--- src/rtl/alu_op_sequencer_pkg.sv ---
// Opcode set shared with the registered ALU, plus the
// opcode classification helpers used by the sequencer.
package alu_op_sequencer_pkg;

    localparam int OP_W = 6;

    localparam logic [OP_W-1:0] OP_ADD = 6'b100000;
    localparam logic [OP_W-1:0] OP_SUB = 6'b100010;
    localparam logic [OP_W-1:0] OP_AND = 6'b100100;
    localparam logic [OP_W-1:0] OP_OR  = 6'b100101;
    localparam logic [OP_W-1:0] OP_XOR = 6'b100110;
    localparam logic [OP_W-1:0] OP_SRA = 6'b000011;
    localparam logic [OP_W-1:0] OP_SRL = 6'b000010;
    localparam logic [OP_W-1:0] OP_NOR = 6'b100111;

    function automatic logic is_valid_op(input logic [OP_W-1:0] op);
        logic ok;
        ok = 1'b0;
        case (op)
            OP_ADD, OP_SUB, OP_AND, OP_OR,
            OP_XOR, OP_SRA, OP_SRL, OP_NOR: ok = 1'b1;
            default:                        ok = 1'b0;
        endcase
        return ok;
    endfunction

    function automatic logic is_arith_op(input logic [OP_W-1:0] op);
        return (op == OP_ADD) || (op == OP_SUB);
    endfunction

endpackage

--- src/rtl/alu_op_sequencer.sv ---
// Collects A, B and Op from one valid/ready word stream, drives the
// registered ALU, waits out its latency and returns the captured result.
module alu_op_sequencer
    import alu_op_sequencer_pkg::*;
#(
    parameter int N       = 4,
    parameter int NSel    = 6,
    parameter int DATA_W  = 8,
    parameter int ALU_LAT = 1
) (
    input  logic              i_clock,
    input  logic              i_reset_n,
    input  logic [DATA_W-1:0] i_data,
    input  logic              i_valid,
    output logic              o_ready,
    output logic [N-1:0]      o_alu_A,
    output logic [N-1:0]      o_alu_B,
    output logic [NSel-1:0]   o_alu_Op,
    input  logic [N-1:0]      i_alu_Result,
    input  logic              i_alu_overflow,
    output logic [N-1:0]      o_result,
    output logic              o_overflow,
    output logic              o_bad_op,
    output logic              o_res_valid,
    input  logic              i_res_ready,
    output logic              o_busy
);

    localparam int CNT_W = $clog2(ALU_LAT + 1);

    typedef enum logic [2:0] {
        S_LOAD_A,
        S_LOAD_B,
        S_LOAD_OP,
        S_EXEC,
        S_RESP
    } state_t;

    state_t           r_state;
    logic [CNT_W-1:0] r_cnt;
    logic [N-1:0]     r_a;
    logic [N-1:0]     r_b;

    logic            w_xfer;
    logic            w_cnt_done;
    logic            w_capture;
    logic [OP_W-1:0] w_op;
    logic            w_unused;

    assign w_xfer     = i_valid & o_ready;
    assign w_cnt_done = (r_cnt == CNT_W'(ALU_LAT));
    assign w_capture  = (r_state == S_EXEC) && w_cnt_done;
    assign w_op       = OP_W'(o_alu_Op);
    // Operand/opcode words may carry extra high bits that are dropped.
    assign w_unused   = ^i_data;

    always_ff @(posedge i_clock or negedge i_reset_n) begin
        if (!i_reset_n) begin
            r_state     <= S_LOAD_A;
            r_cnt       <= '0;
            o_ready     <= 1'b0;
            o_busy      <= 1'b0;
            o_res_valid <= 1'b0;
        end else begin
            unique case (r_state)
                S_LOAD_A: begin
                    o_ready <= 1'b1;
                    if (w_xfer) begin
                        r_state <= S_LOAD_B;
                        o_busy  <= 1'b1;
                    end
                end
                S_LOAD_B: begin
                    if (w_xfer) r_state <= S_LOAD_OP;
                end
                S_LOAD_OP: begin
                    if (w_xfer) begin
                        r_state <= S_EXEC;
                        o_ready <= 1'b0;
                        r_cnt   <= '0;
                    end
                end
                S_EXEC: begin
                    if (w_cnt_done) begin
                        r_state     <= S_RESP;
                        o_res_valid <= 1'b1;
                    end else begin
                        r_cnt <= r_cnt + 1'b1;
                    end
                end
                S_RESP: begin
                    if (i_res_ready) begin
                        r_state     <= S_LOAD_A;
                        o_res_valid <= 1'b0;
                        o_ready     <= 1'b1;
                        o_busy      <= 1'b0;
                    end
                end
                default: r_state <= S_LOAD_A;
            endcase
        end
    end

    always_ff @(posedge i_clock or negedge i_reset_n) begin
        if (!i_reset_n) begin
            r_a        <= '0;
            r_b        <= '0;
            o_alu_A    <= '0;
            o_alu_B    <= '0;
            o_alu_Op   <= '0;
            o_result   <= '0;
            o_overflow <= 1'b0;
            o_bad_op   <= 1'b0;
        end else begin
            if (w_xfer && r_state == S_LOAD_A) r_a <= i_data[N-1:0];
            if (w_xfer && r_state == S_LOAD_B) r_b <= i_data[N-1:0];
            // Operands and op reach the ALU together on the Op accept.
            if (w_xfer && r_state == S_LOAD_OP) begin
                o_alu_A  <= r_a;
                o_alu_B  <= r_b;
                o_alu_Op <= i_data[NSel-1:0];
            end
            if (w_capture) begin
                o_result   <= i_alu_Result;
                o_overflow <= i_alu_overflow & is_arith_op(w_op);
                o_bad_op   <= ~is_valid_op(w_op);
            end
        end
    end

endmodule

--- config.mk ---
export PLATFORM = sky130hd
export DESIGN_NAME = alu_op_sequencer
export DESIGN_NICKNAME = d
export VERILOG_FILES = /design/src/rtl/alu_op_sequencer_pkg.sv /design/src/rtl/alu_op_sequencer.sv
export SDC_FILE = /design/constraint.sdc
export NUM_CORES = 1
export LEC_CHECK = 0
export BUFFER_PORTS_ARGS = -buffer_cell sky130_fd_sc_hd__buf_4
export CORE_UTILIZATION = 55
export CTS_CLUSTER_SIZE = 28
export DETAILED_ROUTE_END_ITERATION = 6
export MAX_ROUTING_LAYER = met4
export PLACE_DENSITY = 0.87
export SYNTH_ARGS = -nofsm -noshare
export SYNTH_HDL_FRONTEND = slang
export SYNTH_SLANG_ARGS = --single-unit
--- constraint.sdc ---
create_clock -name i_clock -period 2.9 [get_ports i_clock]
set_input_delay 0.29 -clock i_clock [delete_from_list [all_inputs] [get_ports i_clock]]
set_output_delay 0.29 -clock i_clock [all_outputs]
set_load 0.02 [all_outputs]
==> impl_metrics.ini <==
[outcome]
status = completed

[timing]
rsz0062_at_grt = no
finalClockSkew_ns = 0.0160
finalSetupTns_ns = 0
slew_violations = 0
worst_slew_pin_slew_ns = 0.664
worst_slack_ns = 1.03
hold_viol_final = 0
period_share = 0.646
finalSetupViolCount = 0
slew_headroom = 0.556
min_period_ns = 1.87
max_freq_mhz = 533

[power_and_ir_drop]
vdd_drop_max_uv = 1100
total_power_w = 0.00222
power.switching_w = 0.000821
comb_power_share = 0.418
p_per_area_nw_per_um2 = 1200
swShare = 0.370
clkPwrFrac = 0.160
p_leak_nw = 0.852
internal-power_w = 0.00140
p_seq_frac = 0.423

[drt]
drt_iter0_markers = 18
viasPerCell = 5.61
wl_per_cell_um = 16.0
ant_nets = 0
first_pass_iters = 4
drc_errors = 0
dr_total_vias = 988
totalWireLength_um = 2810

[global_route]
grt_pass1_vias = 944
grt_pass1_wl_um = 4340
grtUsageTotal = 0.228
overflow = 0
grt_antenna_before_repair = 0
grt_max_degree = 36

[placement]
dp.cells = 167
dp_slack_ns = 1.07
dp.final_hpwl_um = 1930
routabilityCongestion = 0.770
port_buffers = 37

[logic_synthesis]
synth.distinct_cells = 30
ys_async_sr_fraction = 1.00
synth_area_leaders = dfrtp_1, mux2_2, mux2_4, nand2_1, nand3b_4
yosys.area.top_type = dfrtp_1
synth-edff-count = 0
synth_cells = 105
syn_area_um2 = 1480
yosysWarningCount = 0
ys.flop_type = dfrtp_1
synth_area_per_cell_um2 = 14.1
ys_ff_latch = 35
syn-num-nets = 122
synth-seq-area-share = 0.593
synth_top_area_share = 0.593

[worst_setup_path]
rr_startpoint = r_state[1]
cp-startpoint = r_state[1]
timing.rr.end = o_alu_Op[3]
path_class = reg -> reg
path_cells = inv_1, nor3_4, mux2_2
arrival_ns = 2.09
r2r_cells = 3
cpPeakStageDelay_ns = 0.61
required_ns = 3.12
crit_fanout = 14
critical_path_depth = 3
cp_slowest_cell = nor3_4
crit_end = o_alu_Op[3]
worst-path-buf-inv = 1
reg2reg_slack_ns = 1.03
critPathLaunchType = flop
crit_path_end_kind = flop
path_delay_family = simple AND/OR/NAND/NOR gates

[floorplanning]
ios = 40
row_count = 18
dieArea_um2 = 2900
core-area_um2 = 2500
start_util = 0.591
fp.dieW_um = 53.8
die_y_um = 53.8

[clock_network]
cts_max_path_buffers = 2
post_cts_buffers = 0
htree_levels = 2
cts-root-buf = clkbuf_4
cts_buffers = 5
ctsHoldBuffers = 1
clock_latency_ns = 0.34
clkTransAtPathRegs_ns = 0.11
clkSinkCount = 35
cts_tree = done
post_cts_resized = 0

[cells_and_area]
synthToLayoutAreaGrowth_pct = 25.3
num_antenna_cells = 0
fin_cells = 176
layout_common_cells = buf_4, dfrtp_1, mux2_2
nets = 162
layout-drive-gt1-share = 0.514
layout_commonest_cell = buf_4

[flow_run]
maxCapViolCount = 0

[min_path]
hold_class = in -> reg
==> power by group through the flow <==
stage	clock, W	combinational, W	sequential, W
after floorplan	0	0.000454	0.00106
after global placement	0	0.000895	0.000920
after detailed placement	0	0.000927	0.000943
after CTS	0.000359	0.000936	0.000934
after global routing	0.000381	0.000989	0.000970
final	0.000354	0.000926	0.000937
==> per-layer routing <==
layer | vias to the layer above | part of all wire | track usage
met1 | 500 | 0.43 | 0.274
met5 | - | 0 | -
met2 | 27 | 0.51 | 0.340
met3 | 2 | 0.053 | 0.0932
li1 | 459 | - | -
met4 | 0 | 0.0036 | 0.0921
==> sequential cells by signal (all words and copies together) (netlist names), 3 cells and up <==
name / flops
o_alu_Op: 6
o_alu_B: 4
o_alu_A: 4
r_a: 4
o_result: 4
r_state: 3
r_b: 4
==> worst register-to-register path, cell delays in order, from the launching register on <==
cell and delay (ns):
dfrtp_1 0.57, inv_1 0.17, nor3_4 0.61, mux2_2 0.42
==> how the worst min path moves through the flow <==
stage,cells past startpoint,endpoint,start,slack [ns]
after CTS,2,r_state[2],i_res_ready,0.13
after global routing,2,r_state[2],i_res_ready,0.13
after detailed placement,1,r_a[0],i_reset_n,0.26
after floorplan,0,o_alu_A[0],i_reset_n,-0.006
final,2,r_state[2],i_res_ready,0.14
after global placement,1,o_busy,i_reset_n,0.26
==> cell families (layout without fill, tap and decap cells) <==
group           Yosys count  count (layout)  synth area share
compound gates           14              14            0.0635
buf+inv                   8              49            0.0296
flops                    35              35             0.593
mux                      27              27             0.216
simple gates             21              21            0.0982
==> per-stage QoR <==
stage | hold slack [ns] | util | cell area (um2)
floorplan | -0.00559 | - | 1480
global placement | 0.257 | 0.704 | 1760
detailed placement | 0.265 | 0.704 | 1760
CTS | 0.126 | 0.741 | 1850
global route | 0.133 | 0.741 | 1850
finish | 0.140 | 0.741 | 1850
==> cells in the mapped netlist (2+ instances only) <==
| library cell | instances |
|---|---|
| o31ai_1 | 2 |
| nor2b_1 | 2 |
| o21ai_0 | 4 |
| mux2_4 | 4 |
| nand2_1 | 8 |
| a21oi_1 | 2 |
| buf_2 | 2 |
| inv_1 | 3 |
| dfrtp_1 | 35 |
| mux2_2 | 23 |
==> cell type report <==
| type | instances | area, um2 |
|---|---|---|
| clock buffer | 5 | 37.5 |
| clock inverter | 3 | 43.8 |
| tap | 30 | 37.5 |
| sequential | 35 | 876 |
| timing repair buffer | 38 | 288 |
| multi-input combinational | 62 | 558 |
| inverter | 3 | 11.3 |
| fill | 164 | 648 |
Note: power is estimated with default switching activity, not from simulation.
